[src/rtl/key_cond_pkg.sv]
// rtl/key_cond_pkg.sv - shared types and constants for the key input conditioner
package key_cond_pkg;

    typedef enum logic [1:0] {
        RELEASED     = 2'd0,
        PRESS_PEND   = 2'd1,
        PRESSED      = 2'd2,
        RELEASE_PEND = 2'd3
    } deb_state_e;

    localparam int CLK_HZ                = 50_000_000;
    localparam int DEBOUNCE_CYCLES_DEF   = CLK_HZ / 50;
    localparam int LONG_PRESS_CYCLES_DEF = CLK_HZ * 2;

    localparam int KEY_POWER = 0;
    localparam int KEY_SEND  = 1;

    // Counter width able to hold the terminal count itself
    function automatic int cnt_width(input int terminal);
        return $clog2(terminal + 1);
    endfunction

endpackage

[src/rtl/key_debounce.sv]
// rtl/key_debounce.sv - one key: 2-flop synchroniser, debounce FSM, level and press pulse
module key_debounce
    import key_cond_pkg::*;
#(
    parameter int DEBOUNCE_CYCLES = DEBOUNCE_CYCLES_DEF
) (
    input  logic clk,
    input  logic rst_n,
    input  logic key_n_i,
    output logic level_o,
    output logic press_o,
    output logic fire_o,
    output logic held_o
);

    localparam int CW = cnt_width(DEBOUNCE_CYCLES);
    localparam logic [CW-1:0] CNT_MAX = CW'(DEBOUNCE_CYCLES);
    localparam logic [CW-1:0] CNT_ONE = CW'(1);

    logic [1:0]    sync_q;
    deb_state_e    state_q;
    logic [CW-1:0] cnt_q;
    logic          level_q;
    logic          press_q;
    logic          key_low;

    assign key_low = ~sync_q[1];

    // Combinational strobe for the edge on which press_o will rise, so the
    // top can capture data in the same cycle the pulse becomes visible.
    assign fire_o  = (state_q == PRESS_PEND) && key_low && (cnt_q == CNT_MAX);
    assign held_o  = (state_q == PRESSED);
    assign level_o = level_q;
    assign press_o = press_q;

    always_ff @(posedge clk) begin
        if (!rst_n) begin
            sync_q  <= 2'b11;
            state_q <= RELEASED;
            cnt_q   <= '0;
            level_q <= 1'b0;
            press_q <= 1'b0;
        end else begin
            sync_q  <= {sync_q[0], key_n_i};
            press_q <= 1'b0;
            case (state_q)
                RELEASED: begin
                    if (key_low) begin
                        state_q <= PRESS_PEND;
                        cnt_q   <= CNT_ONE;
                    end
                end
                PRESS_PEND: begin
                    if (!key_low) begin
                        state_q <= RELEASED;
                        cnt_q   <= '0;
                    end else if (cnt_q == CNT_MAX) begin
                        state_q <= PRESSED;
                        cnt_q   <= '0;
                        level_q <= 1'b1;
                        press_q <= 1'b1;
                    end else begin
                        cnt_q <= cnt_q + CNT_ONE;
                    end
                end
                PRESSED: begin
                    if (!key_low) begin
                        state_q <= RELEASE_PEND;
                        cnt_q   <= CNT_ONE;
                    end
                end
                RELEASE_PEND: begin
                    if (key_low) begin
                        state_q <= PRESSED;
                        cnt_q   <= '0;
                    end else if (cnt_q == CNT_MAX) begin
                        state_q <= RELEASED;
                        cnt_q   <= '0;
                        level_q <= 1'b0;
                    end else begin
                        cnt_q <= cnt_q + CNT_ONE;
                    end
                end
                default: begin
                    state_q <= RELEASED;
                    cnt_q   <= '0;
                    level_q <= 1'b0;
                end
            endcase
        end
    end

endmodule

[src/rtl/key_input_conditioner.sv]
// rtl/key_input_conditioner.sv - debounced keys and switch snapshot; LONG_PRESS_EN adds power_long
module key_input_conditioner
    import key_cond_pkg::*;
#(
    parameter int DEBOUNCE_CYCLES   = DEBOUNCE_CYCLES_DEF,
    parameter int LONG_PRESS_CYCLES = LONG_PRESS_CYCLES_DEF,
    parameter int SW_WIDTH          = 18
) (
    input  logic                clk,
    input  logic                rst_n,
    input  logic [1:0]          key_n,
    input  logic [SW_WIDTH-1:0] sw,
    output logic                power_level,
    output logic                power_press,
    output logic                power_long,
    output logic                send_press,
    output logic [SW_WIDTH-1:0] sw_snapshot
);

    logic [1:0] level;
    logic [1:0] press;
    logic [1:0] fire;
    logic [1:0] held;

    for (genvar i = 0; i < 2; i++) begin : g_key
        key_debounce #(
            .DEBOUNCE_CYCLES (DEBOUNCE_CYCLES)
        ) u_key_debounce (
            .clk     (clk),
            .rst_n   (rst_n),
            .key_n_i (key_n[i]),
            .level_o (level[i]),
            .press_o (press[i]),
            .fire_o  (fire[i]),
            .held_o  (held[i])
        );
    end

    logic unused_key_bits;
    assign unused_key_bits = &{1'b0, level[KEY_SEND], fire[KEY_POWER], held};

    logic [SW_WIDTH-1:0] sw_sync1_q;
    logic [SW_WIDTH-1:0] sw_sync2_q;
    logic [SW_WIDTH-1:0] snap_q;

    // Snapshot loads on the same edge send_press rises
    always_ff @(posedge clk) begin
        if (!rst_n) begin
            sw_sync1_q <= '0;
            sw_sync2_q <= '0;
            snap_q     <= '0;
        end else begin
            sw_sync1_q <= sw;
            sw_sync2_q <= sw_sync1_q;
            if (fire[KEY_SEND]) begin
                snap_q <= sw_sync2_q;
            end
        end
    end

`ifdef LONG_PRESS_EN
    localparam int LW = cnt_width(LONG_PRESS_CYCLES);
    localparam logic [LW-1:0] HOLD_MAX = LW'(LONG_PRESS_CYCLES);
    localparam logic [LW-1:0] HOLD_ONE = LW'(1);

    logic [LW-1:0] hold_q;
    logic          long_q;

    // Saturates at the terminal count so a held key fires only once
    always_ff @(posedge clk) begin
        if (!rst_n) begin
            hold_q <= '0;
            long_q <= 1'b0;
        end else begin
            long_q <= 1'b0;
            if (!held[KEY_POWER]) begin
                hold_q <= '0;
            end else if (hold_q != HOLD_MAX) begin
                hold_q <= hold_q + HOLD_ONE;
                if (hold_q == HOLD_MAX - HOLD_ONE) begin
                    long_q <= 1'b1;
                end
            end
        end
    end

    assign power_long = long_q;
`else
    assign power_long = 1'b0;
`endif

    assign power_level = level[KEY_POWER];
    assign power_press = press[KEY_POWER];
    assign send_press  = press[KEY_SEND];
    assign sw_snapshot = snap_q;

endmodule
[config.mk]
export PLATFORM = sky130hd
export DESIGN_NAME = key_input_conditioner
export DESIGN_NICKNAME = d
export VERILOG_FILES = /design/src/rtl/key_cond_pkg.sv /design/src/rtl/key_debounce.sv /design/src/rtl/key_input_conditioner.sv
export SDC_FILE = /design/constraint.sdc
export NUM_CORES = 1
export LEC_CHECK = 0
export CAP_MARGIN = 20
export CELL_PAD_IN_SITES_DETAIL_PLACEMENT = 1
export CELL_PAD_IN_SITES_GLOBAL_PLACEMENT = 2
export CORE_ASPECT_RATIO = 0.75
export CORE_MARGIN = 2
export CORE_UTILIZATION = 38
export CTS_CLUSTER_DIAMETER = 100
export CTS_CLUSTER_SIZE = 12
export DETAILED_ROUTE_END_ITERATION = 16
export GPL_ROUTABILITY_DRIVEN = 0
export PLACE_DENSITY_LB_ADDON = 0.1
export SYNTH_ARGS = -nofsm -noshare
export SYNTH_HDL_FRONTEND = slang
export SYNTH_SLANG_ARGS = --single-unit
[constraint.sdc]
create_clock -name clk -period 5.5 [get_ports clk]
set_clock_uncertainty 0.15 [all_clocks]
set_input_delay 0.825 -clock clk [delete_from_list [all_inputs] [get_ports clk]]
set_output_delay 0.825 -clock clk [all_outputs]
set_load 0.005 [all_outputs]
==> flow_summary_export.csv, run 1 <==
group,metric,value,unit
placed_design,placedCellCount,605,
yosys,avgSynthCellArea,9.53,sq um
die,ioPinCount,44,
die,num_rows,33,
sta,worst_pin_slew,923,ps
final_layout,num_antenna_cells,0,
sta,max_freq,0.334,GHz
worst_setup_path,r2r_start,"g_key[1].u_key_debounce.cnt_q[6]",
sta,min_period,2990,ps
sta,setup_tns,0,ps
worst_setup_path,reg2reg_depth,6,
min_path,hold_start,"g_key[1].u_key_debounce.sync_q[0]",
sta,slew_headroom,0.379,
clock_tree,clock_path_buffers,2,
clock_tree,cts_setup_buffers,0,
final_layout,syn_to_final_growth,18.8,%
placed_design,dp_hpwl,6210,um
clock_tree,clk_latency,350,ps
clock_tree,cts_tree,"built",
worst_setup_path,cp-startpoint,"rst_n",
yosys,synth_edf_count,0,
clock_tree,cts.sink_count,105,
min_path,hold_depth,1,
worst_setup_path,cp-end-kind,"register",
yosys,synth_ff_type,"dfxtp_1",
run_status,outcome,"completed",
yosys,syn_nets,466,
clock_tree,ctsRootBufferMaster,"clkbuf_16",
worst_setup_path,crit_type,"input port to register",
power_and_ir_drop,vdd_drop_max,0.000120,V
clock_tree,path_clk_slew,80,ps
die,die_y,95.0,um
detailed_routing,via_count,3179,
detailed_routing,firstDrtPassIters,4,
worst_setup_path,cp-start-kind,"input port",
worst_setup_path,crit_slowest_cell,"clkdlybuf4s50_1",
sta,setup_viol,0,
final_layout,drive_above_1_share,0.0748,
power_and_ir_drop,p_per_area,296,nW/um^2
yosys,ys_seq_area_frac,0.501,
yosys,synth_top_area_cell,"dfxtp_1",
detailed_routing,wl,9230,um
power_and_ir_drop,p_leak,0.00193,uW
global_routing,grt_max_degree,34,
detailed_routing,antenna_left,0,
yosys,synthArstFlopShare,0,
yosys,yosys.area.top_type_share,0.501,
detailed_routing,viasPerCell,5.12,
clock_tree,cts_resized,0,
job,max_cap_violations,0,
min_path,hp-class,"register to register",
sta,hold_viol_final,0,
die,core-area,10800,sq um
clock_tree,cts_hold_buf,0,
die,start_util,0.387,
clock_tree,numCtsBuffers,9,
yosys,synth.yosys.warnings,0,
worst_setup_path,cp_max_fo,33,
placed_design,port_buffers,42,
yosys,synth_most_common_cell,"dfxtp_1",
detailed_routing,drtIter0Drc,115,
detailed_routing,drc,0,
clock_tree,htree_levels,3,
detailed_routing,wl_per_cell,14.9,um
global_routing,grt_overflow,0,
die,dieArea,11900,sq um
global_routing,grtUsageTotal,0.162,
worst_setup_path,slowest_delay,970,ps
sta,whs,267,ps
final_layout,final.fill_count,1240,
worst_setup_path,path_cells,"clkdlybuf4s50_1, buf_4, nand3_1, a21oi_2, buf_4, a41oi_1, a31oi_1",
yosys,ys_ff_latch,105,
final_layout,finalNetCount,502,
global_routing,antenna_found_initial,0,
die,fp.dieW,125,um
worst_setup_path,cp.required,5620,ps
yosys,synth_cells,440,
yosys,synthTopCellsByArea,"dfxtp_1, and2_1, mux2i_1",
worst_setup_path,worstPathArrival,3120,ps
sta,rsz0062_at_grt,"no",
sta,period_share,0.544,
yosys,ys_types,51,
worst_setup_path,cpMostUsedCell,"buf_4",
yosys,netlist_area,4190,sq um
global_routing,grt_pass1_vias,3083,
global_routing,grt_pass1_wl,15300,um
yosys,ys_top_cells_by_count,"dfxtp_1, and2_1, nand2_1",
sta,drv_slew,0,
final_layout,fin_cells,621,
==> worst paths after layout <==
path                                            end  slack, ps
hold reg to reg   g_key[1].u_key_debounce.sync_q[1]        270
setup / recovery  g_key[1].u_key_debounce.cnt_q[17]       2510
setup reg to reg  g_key[1].u_key_debounce.cnt_q[18]       3100
hold / removal    g_key[1].u_key_debounce.sync_q[1]        270
==> where the power goes <==
| group | internal (uW) | switching, uW | leakage, uW |
|---|---|---|---|
| clock network | 323 | 318 | 0.000149 |
| logic | 28.4 | 26.1 | 0.000923 |
| registers | 775 | 5.67 | 0.000855 |
==> worst max-delay path: cells and delay by family <==
kind	cells	cell delay (ps)
AOI/OAI and AO/OA	3	490
and+or+nand+nor	1	120
buffers and inverters	3	1660
==> layer usage <==
layer	share of wire	track usage
met5	0	0
met4	0.012	0.0583
met3	0.034	0.0408
met2	0.43	0.250
met1	0.52	0.222
==> area by class of cell <==
type	count	area [sq um]	area share
clock buffers	9	225	0.0452
clock inverters	7	72.6	0.0146
inverters	12	45.0	0.00905
multi-input cells	300	1890	0.380
flip-flops and latches	105	2100	0.422
well taps	140	175	0.0352
repair buffers	48	465	0.0935
==> cells in the final DEF, fill, tap and decap left out, drive strengths merged, types with 2 or more instances in the layout <==
cell type and count:
a21o 4, a21oi 23, a22o 3, a22oi 2
a31oi 25, a41oi 4, and2 37, and3 8
and4 6, buf 6, clkbuf 9, clkdlybuf4s50 42
clkinv 3, dfxtp 105, ha 4, inv 16
mux2i 23, nand2 33, nand2b 10, nand3 22
nand3b 2, nand4 9, nor2 32, nor3 8
nor4 4, o21ai 13, or3 5, or4b 4
xnor2 3, xor2 5
==> state kept, by name, indices dropped and copies added (netlist names), named ones only <==
signal                        cells
g_key.u_key_debounce.cnt_q       40
sw_snapshot                      18
sw_sync1_q                       18
sw_sync2_q                       18
g_key.u_key_debounce.sync_q       4
g_key.u_key_debounce.press_o      2
g_key.u_key_debounce.state_q      2
g_key.u_key_debounce.level_o      1
==> cell families after synthesis <==
family	Yosys count	share of synthesized area
flops	105	0.501
other cells	1	0.000895
mux	23	0.0549
compound gates	78	0.115
buf+inv	35	0.0466
xor+xnor	8	0.0167
simple gates	186	0.253
fa+ha+maj	4	0.0119
==> stage by stage <==
| step | power (uW) | setup slack [ps] | utilization | instance area [sq um] |
|---|---|---|---|---|
| global placement | 852 | 2110 | 0.433 | 4680 |
| global route | 1530 | 2290 | 0.460 | 4980 |
| detailed placement | 854 | 2100 | 0.433 | 4680 |
| finish | 1480 | 2510 | 0.460 | 4980 |
| CTS | 1500 | 2430 | 0.460 | 4980 |
| floorplan | 825 | 3390 | - | 4190 |
Note: power is estimated with default switching activity, not from simulation.
==> run 2, diff against run 1 <==
--- a/config.mk
+++ b/config.mk
@@ -10,7 +10,7 @@
 export CELL_PAD_IN_SITES_GLOBAL_PLACEMENT = 2
 export CORE_ASPECT_RATIO = 0.75
 export CORE_MARGIN = 2
-export CORE_UTILIZATION = 38
+export CORE_UTILIZATION = 32
 export CTS_CLUSTER_DIAMETER = 100
 export CTS_CLUSTER_SIZE = 12
 export DETAILED_ROUTE_END_ITERATION = 16
==> constraint.sdc (replaced) <==
create_clock -name clk -period 2.7 [get_ports clk]
set_clock_uncertainty 0.15 [all_clocks]
set_input_delay 0.405 -clock clk [delete_from_list [all_inputs] [get_ports clk]]
set_output_delay 0.405 -clock clk [all_outputs]
set_load 0.005 [all_outputs]
==> run 2 against run 1 <==
Sequential cell count is the same. Die area grew 18%. Power grew 100%. Combinational power grew 110%. Critical path type is now register to register. Routed wire length grew 3.6%. Hold slack lost 11 ps. Clock-buffer cell count grew 1. Cell count grew 6.3%.
==> flow_summary_export.csv, run 2 (synthesis results as in run 1) <==
group,metric,value,unit
clock_tree,path_clk_slew,70,ps
sta,setup_tns,0,ps
power_and_ir_drop,p_leak,0.00197,uW
sta,drv_slew,0,
worst_setup_path,crit_type,"register to register",
worst_setup_path,critPathCapture,"g_key[1].u_key_debounce.cnt_q[18]",
min_path,hp-class,"register to register",
final_layout,multi_input_area,1890,sq um
clock_tree,numCtsBuffers,9,
final_layout,syn_to_final_growth,21.3,%
sta,slew_headroom,0.569,
final_layout,num_antenna_cells,0,
clock_tree,clk_latency,350,ps
detailed_routing,drc,0,
worst_setup_path,cp_max_fo,33,
sta,period_share,0.853,
placed_design,port_buffers,42,
clock_tree,cts.sink_count,105,
detailed_routing,wl,9560,um
global_routing,grt_max_degree,34,
final_layout,final.fill_count,1463,
clock_tree,cts_resized,0,
global_routing,grt_pass1_vias,3075,
die,start_util,0.325,
final_layout,largest_register_ffs,40,
final_layout,regMostFlops,"g_key.u_key_debounce.cnt_q",
sta,min_period,2300,ps
final_layout,final_cell_mix,"dfxtp_1, clkdlybuf4s50_1, and2_1",
clock_tree,ctsRootBufferMaster,"clkbuf_16",
global_routing,grt_overflow,0,
detailed_routing,firstDrtPassIters,4,
run_status,outcome,"completed",
clock_tree,clock_path_buffers,2,
final_layout,drive_above_1_share,0.0900,
detailed_routing,wl_per_cell,14.5,um
detailed_routing,via_count,3252,
final_layout,stdcell_area,5080,sq um
final_layout,seqCellArea,2100,sq um
worst_setup_path,r2r_start,"g_key[1].u_key_debounce.cnt_q[7]",
worst_setup_path,cp.required,2790,ps
final_layout,final_common_cell,"dfxtp_1",
detailed_routing,drtIter0Drc,104,
clock_tree,cts_tree,"built",
detailed_routing,viasPerCell,4.93,
sta,max_freq,0.434,GHz
worst_setup_path,cp-startpoint,"g_key[1].u_key_debounce.cnt_q[7]",
final_layout,finalNetCount,510,
die,dieArea,14000,sq um
sta,whs,256,ps
power_and_ir_drop,p_total,3000,uW
min_path,hold_start,"g_key[1].u_key_debounce.sync_q[0]",
die,core-area,12900,sq um
global_routing,antenna_found_initial,0,
power_and_ir_drop,vdd_drop_max,0.000317,V
placed_design,dp_hpwl,6380,um
worst_setup_path,rrSetupSlack,400,ps
detailed_routing,antenna_left,0,
die,ioPinCount,44,
power_and_ir_drop,p_per_area,590,nW/um^2
final_layout,fin_util,0.395,
sta,setup_viol,0,
worst_setup_path,reg2reg_depth,6,
sta,rsz0062_at_grt,"no",
sta,hold_viol_final,0,
die,fp.dieW,136,um
die,num_rows,36,
worst_setup_path,regToRegEndpoint,"g_key[1].u_key_debounce.cnt_q[18]",
worst_setup_path,worstPathArrival,2390,ps
clock_tree,htree_levels,3,
worst_setup_path,cp-start-kind,"register",
clock_tree,cts_setup_buffers,0,
sta,worst_pin_slew,642,ps
global_routing,grt_pass1_wl,15900,um
global_routing,grtUsageTotal,0.149,
worst_setup_path,cp-end-kind,"register",
placed_design,place_area,4790,sq um
job,max_cap_violations,0,
die,die_y,103,um
clock_tree,cts_hold_buf,0,
run 2: cell type report:
cell class | instances | area share
Timing Repair Buffer | 56 | 0.106
Clock buffer | 10 | 0.0470
Clock inverter | 6 | 0.00985
Tap cell | 171 | 0.0421
Multi-Input combinational cell | 300 | 0.373
Inverter | 12 | 0.00886
Sequential cell | 105 | 0.414
run 2: how the worst min path moves through the flow:
stage	to	cells past startpoint
after floorplan	g_key[0].u_key_debounce.sync_q[1]	1
after global placement	g_key[0].u_key_debounce.sync_q[1]	1
after detailed placement	g_key[1].u_key_debounce.sync_q[1]	1
after CTS	g_key[1].u_key_debounce.sync_q[1]	1
after global routing	g_key[1].u_key_debounce.sync_q[1]	1
final	g_key[1].u_key_debounce.sync_q[1]	1
run 2: power by group:
group	switching (uW)	internal (uW)
Combinational	53.3	60.5
Sequential	11.3	1580
Clock	626	667
run 2: per-layer routing:
metal,global-route usage,vias up,share of wire
met4,0.0433,0,0.011
met5,0,-,0
met3,0.0541,5,0.041
li1,-,1629,-
met2,0.210,41,0.41
met1,0.211,1577,0.54
run 2: critical path: stages (launching register included):
cell and delay [ps]:
dfxtp_1 380, or4b_1 560, nor3_2 360, a21oi_2 120
buf_12 190, and3_1 170, a221o_1 250
run 2: stage by stage:
stage,std cells,worst slack (ps)
3_3_place_gp,644,444
5_1_grt,660,241
6_report,660,397
2_1_floorplan,440,588
3_5_place_dp,644,419
4_1_cts,660,410
